## src/rtl/pipe_ctrl_if.sv

```systemverilog
// Pipeline control bundle: stall/flush requests from ID/EX toward the control unit,
// and the per-register stall vector, done pulse and perf count back to the pipeline.
interface pipe_ctrl_if #(
  parameter int CNT_W  = 6,
  parameter int PERF_W = 32
);
  logic              stallreq_id;
  logic              ex_mc_start;
  logic [CNT_W-1:0]  ex_mc_cycles;
  logic              flush_req;
  logic [5:0]        ctrl_signal;
  logic              ex_mc_done;
  logic              mc_busy;
  logic              flush;
  logic [PERF_W-1:0] stall_cycles;

  modport master (
    output stallreq_id, ex_mc_start, ex_mc_cycles, flush_req,
    input  ctrl_signal, ex_mc_done, mc_busy, flush, stall_cycles
  );

  modport slave (
    input  stallreq_id, ex_mc_start, ex_mc_cycles, flush_req,
    output ctrl_signal, ex_mc_done, mc_busy, flush, stall_cycles
  );
endinterface

```

## src/rtl/pipe_ctrl.sv

```systemverilog
// Pipeline stall/flush control: stall vector is combinational in the request cycle; a
// multi-cycle EX op of N cycles stalls N cycles and pulses done in cycle N; flush overrides all.
module pipe_ctrl #(
  parameter int CNT_W  = 6,
  parameter int PERF_W = 32
) (
  input  logic      clk,
  input  logic      rst,
  pipe_ctrl_if.slave pif
);

  typedef enum logic [1:0] {IDLE, BUSY, DONE} state_t;

  state_t            state, state_nxt;
  logic [CNT_W-1:0]  cnt, cnt_nxt;
  logic [CNT_W-1:0]  n_eff;
  logic [PERF_W-1:0] perf_q;
  logic              ex_stall;
  logic [5:0]        ctrl;
  logic              done;

  // A zero length is treated as a single-cycle op.
  assign n_eff    = (pif.ex_mc_cycles == '0) ? CNT_W'(1) : pif.ex_mc_cycles;
  assign ex_stall = ((state == IDLE) && pif.ex_mc_start) || (state == BUSY);

  always_ff @(posedge clk or negedge rst) begin
    if (!rst) begin
      state <= IDLE;
      cnt   <= '0;
    end else begin
      state <= state_nxt;
      cnt   <= cnt_nxt;
    end
  end

  always_comb begin
    state_nxt = state;
    cnt_nxt   = cnt;
    ctrl      = 6'b000000;
    done      = 1'b0;
    if (pif.flush_req) begin
      state_nxt = IDLE;
      cnt_nxt   = '0;
    end else begin
      case (state)
        IDLE: begin
          if (pif.ex_mc_start) begin
            if (n_eff == CNT_W'(1)) begin
              state_nxt = DONE;
              cnt_nxt   = '0;
            end else begin
              state_nxt = BUSY;
              cnt_nxt   = n_eff - CNT_W'(1);
            end
          end
        end
        BUSY: begin
          cnt_nxt = cnt - CNT_W'(1);
          if (cnt == CNT_W'(1)) state_nxt = DONE;
        end
        DONE: begin
          done      = 1'b1;
          state_nxt = IDLE;
        end
        default: begin
          state_nxt = IDLE;
          cnt_nxt   = '0;
        end
      endcase
      // EX stall also holds ID/EX, so it wins over a load-use request.
      if (ex_stall)             ctrl = 6'b001111;
      else if (pif.stallreq_id) ctrl = 6'b000111;
    end
    // Outputs are quiet while reset is held, even though inputs may be active.
    if (!rst) begin
      ctrl = 6'b000000;
      done = 1'b0;
    end
  end

  always_ff @(posedge clk or negedge rst) begin
    if (!rst)
      perf_q <= '0;
    else if (ctrl[0] && (perf_q != '1))
      perf_q <= perf_q + PERF_W'(1);
  end

  assign pif.ctrl_signal  = ctrl;
  assign pif.ex_mc_done   = done;
  assign pif.mc_busy      = rst && (state == BUSY);
  assign pif.flush        = rst && pif.flush_req;
  assign pif.stall_cycles = perf_q;

endmodule

```

## src/flat_wrapper.sv

```systemverilog
// flat-port wrapper written by rule: the top's interface ports become plain ports
module pipe_ctrl_flat 
#(
  parameter int CNT_W  = 6,
  parameter int PERF_W = 32
)
  (clk, rst, pif_stallreq_id, pif_ex_mc_start, pif_ex_mc_cycles, pif_flush_req, pif_ctrl_signal, pif_ex_mc_done, pif_mc_busy, pif_flush, pif_stall_cycles);
  pipe_ctrl_if #(.CNT_W(CNT_W), .PERF_W(PERF_W)) pif_i ();
  input  logic clk;
  input  logic rst;
  input wire logic [$bits(pif_i.stallreq_id)-1:0] pif_stallreq_id;
  input wire logic [$bits(pif_i.ex_mc_start)-1:0] pif_ex_mc_start;
  input wire logic [$bits(pif_i.ex_mc_cycles)-1:0] pif_ex_mc_cycles;
  input wire logic [$bits(pif_i.flush_req)-1:0] pif_flush_req;
  output wire logic [$bits(pif_i.ctrl_signal)-1:0] pif_ctrl_signal;
  output wire logic [$bits(pif_i.ex_mc_done)-1:0] pif_ex_mc_done;
  output wire logic [$bits(pif_i.mc_busy)-1:0] pif_mc_busy;
  output wire logic [$bits(pif_i.flush)-1:0] pif_flush;
  output wire logic [$bits(pif_i.stall_cycles)-1:0] pif_stall_cycles;
  assign pif_i.stallreq_id = pif_stallreq_id;
  assign pif_i.ex_mc_start = pif_ex_mc_start;
  assign pif_i.ex_mc_cycles = pif_ex_mc_cycles;
  assign pif_i.flush_req = pif_flush_req;
  assign pif_ctrl_signal = pif_i.ctrl_signal;
  assign pif_ex_mc_done = pif_i.ex_mc_done;
  assign pif_mc_busy = pif_i.mc_busy;
  assign pif_flush = pif_i.flush;
  assign pif_stall_cycles = pif_i.stall_cycles;
  pipe_ctrl #(.CNT_W(CNT_W), .PERF_W(PERF_W)) u_core (.clk(clk), .rst(rst), .pif(pif_i));
endmodule
```

## config.mk

```make
export PLATFORM = sky130hd
export DESIGN_NAME = pipe_ctrl_flat
export DESIGN_NICKNAME = d
export VERILOG_FILES = /design/src/rtl/pipe_ctrl_if.sv /design/src/rtl/pipe_ctrl.sv /design/src/flat_wrapper.sv
export SDC_FILE = /design/constraint.sdc
export NUM_CORES = 1
export LEC_CHECK = 0
export CAP_MARGIN = 30
export CORE_UTILIZATION = 54
export CTS_BUF_LIST = sky130_fd_sc_hd__clkbuf_8 sky130_fd_sc_hd__clkbuf_16
export DETAILED_ROUTE_END_ITERATION = 16
export HOLD_SLACK_MARGIN = 0.12
export PLACE_DENSITY_LB_ADDON = 0.12
export SETUP_SLACK_MARGIN = 0.5
export SYNTH_ARGS = -nofsm -noshare
export SYNTH_HDL_FRONTEND = slang
export SYNTH_SLANG_ARGS = --single-unit
```

## constraint.sdc

```tcl
create_clock -name clk -period 4.71 [get_ports clk]
set_input_delay 0.7065 -clock clk [delete_from_list [all_inputs] [get_ports clk]]
set_output_delay 0.7065 -clock clk [all_outputs]
set_load 0.02 [all_outputs]
```

# Word-level counts from Yosys, hierarchy flattened
# Cells that the tools add are included.
[word_totals]
register_bits = 40
output_inout_bits = 41
word_cells = 40
[op_classes]
add_sub_neg = 3
n_eq_ne = 8
n_mux = 17
reduce_logical = 9
[ops]
columns = ["op", "n"]
rows = [
  ["two-way mux 6 bit", 7],
  ["adder 32 x 1 -> 32 bit, second input constant", 1],
  ["inequality test 32 bit, second input constant", 1],
  ["one-hot mux 6 bit (3 select lines)", 1],
  ["== test 6 x 1 -> 1 bit, second input constant", 2],
  ["subtractor 6 x 1 -> 6 bit, second input constant", 2],
  ["two-way mux 2 bit", 4],
  ["zero test 6 bit", 1],
  ["logical AND 1 bit", 4],
  ["one-hot mux 2 bit (2 select lines)", 1],
  ["AND reduction 2 bit", 2],
  ["two-way mux 1 bit", 3],
  ["two-way mux 3 bit", 1],
  ["inequality test 3 x 2 -> 1 bit, second input constant", 1],
  ["inequality test 3 bit, second input constant", 1],
  ["== test 2 x 1 -> 1 bit, second input constant", 1],
  ["== test 2 bit, second input constant", 1],
  ["zero test 2 bit", 1],
  ["inequality test 2 bit, second input constant", 1],
  ["logical OR 1 bit", 1],
]

# Depth between registers and ports, before layout
[logic_depth]
word_depth = 7
ltp_mapped = 8
mapped_depth_nobuf = 8

# Least setup slack after synthesis
# OpenSTA, ideal clock, no wires.
[synth_path]
path_kind = "input to output"
start = "input port pif_ex_mc_start"
end = "output port pif_ctrl_signal[1]"
arrival_ns = 1.750
setup_slack_ns = 2.254
stages = 4
cell_sequence = "o21ba_2 o21ai_0 inv_1 buf_4"
[synth_between]
elab_chain_len = 5
[synth_rtl]
columns = ["element", "line_no", "source"]
rows = [
  ["from (decl)", "flat_wrapper.sv:12", "input wire logic [$bits(pif_i.ex_mc_start)-1:0] pif_ex_mc_start;"],
  ["logical AND 1 bit", "pipe_ctrl.sv:24", "assign ex_stall = ((state == IDLE) && pif.ex_mc_start) || (state == BUSY);"],
  ["logical OR 1 bit", "pipe_ctrl.sv:24", ""],
  ["two-way mux 6 bit", "pipe_ctrl.sv:71", "if (ex_stall) ctrl = 6'b001111;"],
  ["two-way mux 6 bit", "pipe_ctrl.sv:41", "if (pif.flush_req) begin"],
  ["two-way mux 6 bit", "pipe_ctrl.sv:75", "if (!rst) begin"],
  ["to (decl)", "flat_wrapper.sv:15", "output wire logic [$bits(pif_i.ctrl_signal)-1:0] pif_ctrl_signal;"],
]
# Every way passes these cells.

# Worst setup path after layout
[layout_path]
start = "input port pif_ex_mc_start"
end = "output port pif_ctrl_signal[2]"
# The elaborated chain is that of the path after synthesis.

==> impl_metrics.yaml <==
worst_setup_path:
  setup.worst_path.start: "pif_ex_mc_start"
  cp.required_ns: 4.00
  r2r_start: "u_core.state[0]"
  end_kind: "output port"
  timing.rr.end: "u_core.pif.stall_cycles[16]"
  cp.arrival_ns: 2.81
  rr_worst_depth: 6
  critical_path_class: "in2out"
  worst-path-max-fanout: 6
  reg2reg_slack_ns: 2.55
  crit_path_end: "pif_ctrl_signal[2]"
  start_kind: "input pin"
placed_design:
  placed_cell_area_sq_um: 2810
  dp_cells: 339
  dpl.hpwl_microns: 3740
  gp_congestion: 0.832
  port_buffers: 49
clock_network:
  cts_buffer_depth: 2
  cts_setup_buffers: 0
  cts_hold_buf: 0
  clkSinkCount: 40
  cts.clk_slew.worst_paths_ns: 0.08
  cts_buffers: 5
  cts_tree: "done"
  cts_root_buf: "clkbuf_8"
  htreeDepth: 2
  post_cts_resized: 0
  clk_latency_ns: 0.29
outcome:
  outcome: "finished, final reports clean"
grt:
  grt_first_pass_wirelength_microns: 7890
  grt_pass1_vias: 1677
  grt_max_degree: 43
  grt_antenna_before_repair: 0
  grt_remaining_overflow: 0
  grt_use_total_pct: 23.9
sta:
  relSlewSlack_pct: 55.1
  rsz0062_at_grt: "no"
  slew_viol_final: 0
  worst_pin_slew_ns: 0.666
  finalSetupViolCount: 0
  fmax_mhz: 284
  setup-tns-final_ns: 0
  clock_skew_ns: 0.00903
  layout_min_cycle_time_ns: 3.52
  period_share_pct: 74.7
  hold_viol: 0
yosys:
  seq_area_frac_synth_pct: 43.7
  ys_types: 43
  synth_area_leaders: "dfrtp_1 (44%), xor2_1 (7.7%), xnor2_1 (5.0%), nor2_1 (4.3%), nor3_1 (3.7%)"
  synth_top_flop_cell: "dfrtp_1"
  ys_ff_latch: 40
  syn_inst: 245
  ys_warn_count: 0
  synth_top_cell_area_share_pct: 43.7
  synth_top_area_cell: "dfrtp_1"
  synth_edf_count: 0
  synth_area_sq_um: 2290
  synthArstFlopShare_pct: 100
  avgSynthCellArea_sq_um: 9.35
finish:
  fin_util_pct: 71.9
  num_antenna_cells: 0
  finalInstanceArea_sq_um: 2900
  layout-drive-gt1-share_pct: 7.41
  final_cell_mix: "clkdlybuf4s50_1 (48), dfrtp_1 (40), nor2_1 (26)"
  area_growth_pct: 26.6
  fin_nets: 312
  instances_no_fill: 347
  layout.cells.most_common: "clkdlybuf4s50_1"
  fill_cells: 336
flow_run:
  maxCapViolCount: 0
drt:
  firstDrtPassIters: 4
  num_vias: 1970
  drt-total-wl_microns: 5050
  drc_errors: 0
  ant_nets: 0
  vias_per_cell: 5.68
  first_iter_violations: 224
  avgRoutedWirePerCell_microns: 14.5
die:
  pin_count: 52
  row_count: 23
  start_util_pct: 56.8
  dieArea_sq_um: 4500
  fp.dieW_microns: 67.1
  core-area_sq_um: 4030
  die_y_microns: 67.1
power:
  ir_worst_vdd_mv: 0.266
  power.leakage_nw: 1.26
  powerDensity_nw_per_um2: 320
  p_total_w: 0.000926
min_path:
  min_path_type: "in2async"
## cell usage after synthesis (3+ instances only)
library cell	number
dfrtp_1	40
nor2_1	26
nand2_1	21
xor2_1	20
nor3_1	17
nand3_1	14
xnor2_1	13
inv_1	11
nand4_1	7
nor4_1	7
a21oi_1	6
and3_1	6
ha_1	5
a31oi_1	4
and2_1	4
buf_4	4
o21ai_0	4
or3_1	4
and4_1	3
## routing by layer
metal | global-route usage [%] | part of all wire [%] | vias to the layer above
met5 | 0 | 0 | -
met4 | 7.98 | 1.4 | 0
met3 | 5.14 | 4.5 | 8
met2 | 36.8 | 48 | 56
met1 | 33.2 | 46 | 945
li1 | - | - | 961
## per-stage QoR
| stage | setup slack, ns | hold slack (ns) |
|---|---|---|
| 3_5_place_dp | 1.23 | 0.508 |
| 5_1_grt | 1.01 | 0.521 |
| 6_report | 1.19 | 0.482 |
| 2_1_floorplan | 2.25 | 0.411 |
| 3_3_place_gp | 1.24 | 0.500 |
| 4_1_cts | 1.21 | 0.502 |
## how the worst min path moves through the flow
stage / slack (ns) / cells after the start / startpoint / end
after floorplan: 0.41 / 0 / rst / u_core.cnt[0]
after global placement: 0.50 / 1 / u_core.pif.stall_cycles[25] / u_core.pif.stall_cycles[25]
after detailed placement: 0.51 / 1 / u_core.pif.stall_cycles[29] / u_core.pif.stall_cycles[29]
after CTS: 0.50 / 2 / rst / u_core.pif.stall_cycles[13]
after global routing: 0.52 / 2 / rst / u_core.pif.stall_cycles[13]
final: 0.48 / 2 / rst / u_core.pif.stall_cycles[12]
## sequential cells by signal, indices dropped and copies added (netlist names)
register / count
u_core.cnt: 6
u_core.pif.stall_cycles: 32
u_core.state: 2
## cells by family (layout without fill, tap and decap cells)
family	count (synthesis)	in the layout	synth area share (%)
other	1	2	0.164
buffers and inverters	18	69	3.72
AO/OA/AOI/OAI	25	25	7.32
flip-flops	40	40	43.7
XOR/XNOR	33	33	12.6
multiplexers	2	2	0.984
adder cells (fa/ha/maj)	5	5	2.73
AND/OR/NAND/NOR	121	121	28.7
## area by class of cell
class | count | area [sq um] | share of cell area, %
multi-input combinational | 188 | 1210 | 41.7
clock buffer | 6 | 82.6 | 2.85
inverter | 11 | 41.3 | 1.42
timing repair buffer | 50 | 493 | 17.0
tap | 50 | 62.6 | 2.16
sequential | 40 | 1000 | 34.5
clock inverter | 2 | 10.0 | 0.345
## report_power, final
group | switching, W | total (W) | internal (W) | leakage, nW
Clock | 0.000118 | 0.000235 | 0.000117 | 0.0510
Combinational | 0.000130 | 0.000250 | 0.000120 | 0.687
Sequential | 0.0000578 | 0.000441 | 0.000383 | 0.523
Total | 0.000306 | 0.000926 | 0.000620 | 1.26
## critical path, cell delays in order
cell,delay (ns)
clkdlybuf4s50_1,0.49
o21ba_2,0.25
o21ai_0,0.53
inv_1,0.23
clkdlybuf4s50_1,0.60
Power figures use the tool's default switching activity.
